File: config.mk
export PLATFORM = sky130hd
export DESIGN_NAME = addsub_arbiter
export DESIGN_NICKNAME = d
export VERILOG_FILES = /design/src/rtl/addsub_arbiter.sv
export SDC_FILE = /design/constraint.sdc
export NUM_CORES = 1
export LEC_CHECK = 0
export CORE_MARGIN = 5
export CORE_UTILIZATION = 48
export CTS_BUF_LIST = sky130_fd_sc_hd__clkbuf_4
export DETAILED_ROUTE_END_ITERATION = 16
export GPL_TIMING_DRIVEN = 0
export PLACE_DENSITY = 0.8
export SLEW_MARGIN = 20
export SYNTH_ARGS = -nofsm -noshare
export SYNTH_HDL_FRONTEND = slang
export SYNTH_SLANG_ARGS = --single-unit
File: constraint.sdc
create_clock -name clk -period 1.69 [get_ports clk]
set_clock_uncertainty 0.15 [all_clocks]
set_input_delay 0.338 -clock clk [delete_from_list [all_inputs] [get_ports clk]]
set_output_delay 0.338 -clock clk [all_outputs]
set_load 0.02 [all_outputs]
File: src/rtl/addsub_arbiter.sv
// Two-requester round-robin front end for a single shared N-bit adder/subtractor.
// Optional feature: define ADDSUB_ARB_OVF_EN to add the registered two's-complement overflow output rsp_ovf.
module addsub_arbiter #(
    parameter int unsigned N = 3
) (
    input  logic         clk,
    input  logic         rst,
    input  logic         req0_valid,
    output logic         req0_ready,
    input  logic [N-1:0] req0_a,
    input  logic [N-1:0] req0_b,
    input  logic         req0_m,
    input  logic         req1_valid,
    output logic         req1_ready,
    input  logic [N-1:0] req1_a,
    input  logic [N-1:0] req1_b,
    input  logic         req1_m,
    output logic         rsp_valid,
    input  logic         rsp_ready,
    output logic         rsp_id,
    output logic [N-1:0] rsp_sum,
    output logic         rsp_cout
`ifdef ADDSUB_ARB_OVF_EN
    ,
    output logic         rsp_ovf
`endif
);

    typedef enum logic [1:0] {IDLE, CALC, RESP} state_t;

    state_t       state;
    state_t       state_next;
    logic         ptr;
    logic         grant0;
    logic         grant1;
    logic         op_id;
    logic         op_m;
    logic [N-1:0] op_a;
    logic [N-1:0] op_b;
    logic [N-1:0] b_eff;
    logic [N:0]   add_res;

    // Shared adder/subtractor: subtract is a + ~b + 1, operands come only from the capture registers.
    assign b_eff   = op_m ? ~op_b : op_b;
    assign add_res = {1'b0, op_a} + {1'b0, b_eff} + (N+1)'(op_m);

`ifdef ADDSUB_ARB_OVF_EN
    logic add_ovf;
    assign add_ovf = (op_a[N-1] == b_eff[N-1]) && (add_res[N-1] != op_a[N-1]);
`endif

    always_ff @(posedge clk or posedge rst) begin
        if (rst) begin
            state <= IDLE;
        end else begin
            state <= state_next;
        end
    end

    // Grants are only possible in IDLE; ptr breaks ties and is held low while reset is asserted.
    always_comb begin
        state_next = state;
        grant0     = 1'b0;
        grant1     = 1'b0;
        case (state)
            IDLE: begin
                if (!rst) begin
                    grant0 = req0_valid && (!req1_valid || !ptr);
                    grant1 = req1_valid && (!req0_valid || ptr);
                end
                if (grant0 || grant1) begin
                    state_next = CALC;
                end
            end
            CALC: state_next = RESP;
            RESP: begin
                if (rsp_ready) begin
                    state_next = IDLE;
                end
            end
            default: state_next = IDLE;
        endcase
    end

    assign req0_ready = grant0;
    assign req1_ready = grant1;

    always_ff @(posedge clk or posedge rst) begin
        if (rst) begin
            ptr       <= 1'b0;
            op_id     <= 1'b0;
            op_m      <= 1'b0;
            op_a      <= '0;
            op_b      <= '0;
            rsp_valid <= 1'b0;
            rsp_id    <= 1'b0;
            rsp_sum   <= '0;
            rsp_cout  <= 1'b0;
`ifdef ADDSUB_ARB_OVF_EN
            rsp_ovf   <= 1'b0;
`endif
        end else begin
            if (grant0 || grant1) begin
                op_id <= grant1;
                op_a  <= grant1 ? req1_a : req0_a;
                op_b  <= grant1 ? req1_b : req0_b;
                op_m  <= grant1 ? req1_m : req0_m;
                ptr   <= grant0;
            end
            if (state == CALC) begin
                rsp_valid <= 1'b1;
                rsp_id    <= op_id;
                rsp_sum   <= add_res[N-1:0];
                rsp_cout  <= add_res[N];
`ifdef ADDSUB_ARB_OVF_EN
                rsp_ovf   <= add_ovf;
`endif
            end else if (state == RESP && rsp_ready) begin
                rsp_valid <= 1'b0;
            end
        end
    end

endmodule
==> results.toml <==
[worst_setup_path]
critPathSlowestCell = "dfrtp_1"
end_kind = "primary output"
critical_path.most_common_cell = "buf_6"
required_ns = 1.20
crit_path_start_kind = "flop"
cp.arrival_ns = 1.41
critPathKind = "flop to primary output"
max_stage_delay_ns = 0.42
critPathTopFamily = "simple AND/OR/NAND/NOR gates"
critPathMaxFanout = 3
cp_num_buf_inv = 2
path_cells = "nor3_4 > buf_6 > and3_4 > buf_6"

[clock_tree]
root_buffer = "clkbuf_4"
cts_hold_buf = 0
clk_latency_ns = 0.28
cts_tree = "yes"
clockBufferDepth = 2
cts_buffers = 3
cts.reportedPaths.clkPinSlew_ns = 0.10
h-tree-depth = 1
cts_sinks = 17

[die]
die_h_um = 55.2
pin_count = 27
die_w_um = 55.2
core_mm2 = 0.00196
std_cell_rows = 16
initial_core_util = 0.499
dieArea_mm2 = 0.00304

[sta]
relSlewSlack = 0.578
drv_slew = 0
setup_tns_ns = -0.367
hold_viol_final = 0
fin_crit_sh = 1.12
rsz0062_at_grt = "true"
worst_hold_slack_ns = 0.160
finalSetupViolations = 2
finalWorstSetupSlack_ns = -0.208
fin_crit_ns = 1.90
tightest_slew_ns = 0.633
clock.fmax_mhz = 527

[global_routing]
grt_first_pass_wirelength_um = 3530
antenna_found_initial = 0
track_usage = 0.159
grt_pass1_vias = 875
grt.overflow.total = 0
grt_max_degree = 18

[synthesis]
syn-cell-area_um2 = 978
synth_cells = 102
yosysWarnings = 0
synth.distinct_cells = 26
ys_seq_area_frac = 0.435
syn_nets = 124
postSynthAreaPerCell_um2 = 9.59
synth_seq_cells = 17

[status]
status = "finished, violations left"
failed_checks = "setup timing"

[route]
vias_per_cell = 5.07
first_iter_violations = 5
ant_nets = 0
vias = 836
drt-pass1-iter-count = 2
drc = 0
post_drt_wl_per_cell_um = 12.6
drt_wl_total_um = 2080

[power]
ir_drop_mv = 0.648
power_density_mw_per_mm2 = 1410
p_leak_nw = 0.650
p_total_mw = 1.95

[final_layout]
n_antenna_cell = 0
final_nets = 161
final.fill_count = 168
layout-drive-gt1-share = 0.210
layoutNonFillerInstCount = 165
area_growth_pct = 40.9

[placed_design]
io_buffers = 25
pre_cts_slack_ns = -0.930
dpl.cell_count = 154
hpwl_um = 1560
routabilityCongestion = 0.808

[hold_path]
min_path_type = "input port to asynchronous set/reset pin"

[flow_run]
maxCapViolCount = 0
## cells in the mapped netlist
cell type  instances  share of area
buf_4              1         0.0077
nand2_1           13          0.050
inv_1             14          0.054
dfrtp_1           17           0.43
nand2b_1           3          0.019
buf_6              3          0.035
nand3_1            1         0.0051
o211ai_1           7          0.054
or2_0              1         0.0064
mux2i_1            2          0.020
nor3_4             1          0.017
and3_1             1         0.0064
nor2b_1            2          0.013
a21o_1             1         0.0077
clkbuf_1           2         0.0077
ha_1               2          0.026
buf_2              2          0.010
o21ai_0            5          0.026
xor2_1             3          0.027
fa_1               1          0.020
o22a_1             8          0.072
a31oi_1            7          0.045
o21ai_1            2          0.010
o21ba_2            1          0.010
and2_4             1         0.0090
xnor2_1            1         0.0090
## worst paths after layout
kind	end	depth (start not counted)	slack (ns)	start
max	req0_ready	4	-0.21	state[0]
min	state[1]	2	0.16	rst
max reg2reg	rsp_sum[2]	5	0.06	op_m
min reg2reg	rsp_sum[2]	2	0.33	rsp_sum[2]
max in group asynchronous	rsp_sum[2]	2	0.82	rst
min in group clk	op_m	4	0.33	req1_valid
## final cells by class
type                       count  area (um2)  area share
multi-input combinational     63         469       0.340
sequential                    17         425       0.309
timing repair buffer          33         308       0.223
buffer                         7        60.1      0.0436
inverter                      14        52.6      0.0381
tap                           27        33.8      0.0245
clock buffer                   4        30.0      0.0218
## layout by cell type, fill, tap and decap left out, drive strengths merged, types with 2 or more instances in the layout
master / synthesis / routed
dfrtp: 17 / 17
clkdlybuf4s50: 0 / 16
buf: 6 / 16
inv: 14 / 14
nand2: 13 / 13
o22a: 8 / 8
a31oi: 7 / 7
o211ai: 7 / 7
dlygate4sd2: 0 / 7
o21ai: 7 / 7
clkbuf: 2 / 5
nand2b: 3 / 3
xor2: 3 / 3
nor2b: 2 / 2
mux2i: 2 / 2
ha: 2 / 2
## state kept, by name (all words and copies together) (netlist names)
register / flops
rsp_sum: 3
state: 2
rsp_id: 1
rsp_valid: 1
op_b: 3
op_id: 1
op_a: 3
rsp_cout: 1
ptr: 1
op_m: 1
## cell families after synthesis
logic type,synth area share
multiplexers,0.0205
AO/OA/AOI/OAI,0.224
flip-flops,0.435
XOR/XNOR,0.0358
buffers and inverters,0.114
adder cells (fa/ha/maj),0.0460
AND/OR/NAND/NOR,0.125
## worst reg2reg max path, delay by kind of cell, from the launching register on
kind / cells / cell delay (ns)
fa+ha+maj: 1 / 0.42
buf+inv: 1 / 0.08
flops: 1 / 0.45
compound gates: 1 / 0.13
xor+xnor: 2 / 0.33
## report_power, final
group / switching, mW / internal (mW) / total, mW
Combinational: 0.486 / 0.518 / 1.00
Sequential: 0.131 / 0.581 / 0.712
Clock: 0.123 / 0.108 / 0.230
Total: 0.740 / 1.21 / 1.95
## layer usage
layer | track usage | wire length [um] | vias up | share of wire
met1 | 0.199 | 904 | 387 | 0.44
li1 | - | - | 424 | -
met2 | 0.287 | 1050 | 23 | 0.51
met4 | 0.0364 | 11 | 0 | 0.0053
met3 | 0.0214 | 111 | 2 | 0.053
met5 | 0 | 0 | - | 0
## through the flow
| step | instance area, um2 | utilization |
|---|---|---|
| global placement | 1260 | 0.643 |
| detailed placement | 1260 | 0.643 |
| global route | 1380 | 0.703 |
| CTS | 1350 | 0.687 |
| floorplan | 978 | - |
| finish | 1380 | 0.703 |
## timing repair
item / in CTS / in global routing
pin swaps: 1 / 0
gates resized for setup: 26 / 2
endpoints found under the setup margin: 8 / 5
cloned: 0 / 0
buffers inserted: 5 / 3
No activity file was read; power rests on OpenSTA's default activity.
==> variant (same flow settings) <==
`N`: 3 -> 6.
--- a/src/rtl/addsub_arbiter.sv
+++ b/src/rtl/addsub_arbiter.sv
@@ -3,3 +3,3 @@
 module addsub_arbiter #(
-    parameter int unsigned N = 3
+    parameter int unsigned N = 6
 ) (
Interface: changed (5 resized); port bits go from 27 to 42. No check against the original RTL was run, so the function may have changed too.
==> variant against the unedited design <==
  * The run still ends with negative setup slack left
  * Cell area grew 55%
  * Total power grew 130%
  * Routed wire length grew 83%
  * Largest power group unchanged
  * Worst setup slack lost 350 ps
  * Sequential power grew 66%
  * Sequential cell count grew 9
  * Core utilization grew 5.9 points
  * Critical path type is now reg2reg
  * Area after synthesis grew 45%
  * Die area grew 36%
  * Critical path depth grew 2
  * Synthesized cell count grew 37%
==> variant: results (changes against the unedited design) <==
[metrics] routed wl met3: 181 µm (+63%)
[metrics] CP max-delay cell: sky130_fd_sc_hd__dfrtp_1
[metrics] Resize count post-CTS: 31 (+19%)
[metrics] drt first pass iters: 4 (+2)
[metrics] Worst Setup Slack, final: -554 ps (-346 ps)
[metrics] global placer's final weighted congestion: 0.794 (-1.7%)
[metrics] main area contributors after synthesis: sky130_fd_sc_hd__dfrtp_1, sky130_fd_sc_hd__mux2i_1, sky130_fd_sc_hd__a21oi_1
[metrics] slowest cell delay on critical path: 450 ps (+30 ps)
[metrics] met1 wire length: 1560 µm (+72%)
[metrics] multiplexer share of the synthesized area: 10.9% (+8.9 points)
[metrics] routed length on met2: 2010 µm (+91%)
[metrics] outcome: finished, violations left
[metrics] cell count after synthesis: 140 (+37%)
[metrics] syn_nets: 178 (+44%)
[metrics] clk pwr: 0.000275 W (+20%)
[metrics] biggest regs: op_a x6, op_b x6, rsp_sum x6
[metrics] via count of the routed design: 1262 (+51%)
[metrics] part of the Yosys area used for sequential elements: 45.9% (+2.4 points)
[metrics] transition at the pin with the smallest max-transition slack: 927 ps (+294 ps)
[metrics] final setup violation count: 7 (+5)
[metrics] first-pass GRT wire length: 5690 µm (+61%)
[metrics] fraction of met2 tracks used by global routing: 31.6% (+2.8 points)
[metrics] Fin Setup TNS: -2350 ps (-1990 ps)
[metrics] compound-gate portion of the synthesized area: 11.0% (-11 points)
[metrics] main combinational cell family by area after synthesis: simple AND/OR/NAND/NOR gates
[metrics] Max VDD drop: 1.13 mV (+75%)
[metrics] XOR/XNOR Fraction of Synth Area: 5.56% (+2.0 points)
[metrics] Detailed Route Iter0 Violations: 44 (+39)
[metrics] Post-Place Cell Area: 1870 µm² (+48%)
[metrics] met3 demand-to-capacity share in global routing: 4.03% (+1.9 points)
[metrics] fraction of the mapped netlist area in adder cells: 6.71% (+2.1 points)
[metrics] Synth top cells by count: sky130_fd_sc_hd__dfrtp_1, sky130_fd_sc_hd__nand2_1, sky130_fd_sc_hd__a21oi_1, sky130_fd_sc_hd__mux2i_1, sky130_fd_sc_hd__nor2_1
[metrics] maximum number of pins on one net before global-route repair: 27 (+9)
[metrics] number of cell instances on the worst register-to-register path: 6 (+1)
[metrics] Detail Placement HPWL: 2510 µm (+61%)
[metrics] average wire per cell in the routed design: 16.1 µm (+28%)
[metrics] filler cell count in the final layout: 188 (+12%)
[metrics] worst setup slack before clock tree synthesis: -883 ps (+47.5 ps)
[metrics] placed instance count: 212 (+38%)
[metrics] filler-free cell count of the finished design: 236 (+43%)
[metrics] violated checks: negative setup slack
[metrics] data arrival at the endpoint of the critical path: 2310 ps (+900 ps)
[metrics] total track usage: 17.4% (+1.5 points)
[metrics] total leakage power: 1.07 nW (+65%)
[metrics] IO buf count: 41 (+64%)
[metrics] Worst path top cell family by delay: compound AO/OA/AOI/OAI gates
[metrics] Max Buffers Root-to-Sink: 2 (unchanged)
[metrics] Pwr Density: 2140 nW/µm² (+52%)
[variant: kinds of logic after synthesis]
group	count (synthesis)
compound gates	27
buf+inv	10
xor+xnor	9
fa+ha+maj	7
mux	15
flops	26
simple gates	46
[variant: final timing paths]
kind	endpoint	from	slack, ps
min	op_a[3]	rst	20
min in group clk	rsp_sum[1]	rsp_sum[1]	340
max in group asynchronous	state[1]	rst	900
max reg2reg	rsp_cout	op_b[0]	-550
max	rsp_cout	op_b[0]	-550
min reg2reg	rsp_sum[1]	rsp_sum[1]	340
[variant: final cells by class]
| type | instances | area (µm²) | area share (%) |
|---|---|---|---|
| flip-flops and latches | 26 | 653 | 30.6 |
| multi-input cells | 104 | 762 | 35.7 |
| repair buffers | 62 | 596 | 27.9 |
| clock buffers | 3 | 22.5 | 1.05 |
| well taps | 31 | 38.8 | 1.81 |
| plain buffers | 5 | 46.3 | 2.17 |
| inverters | 4 | 15.0 | 0.703 |
| clock inverters | 1 | 3.75 | 0.176 |
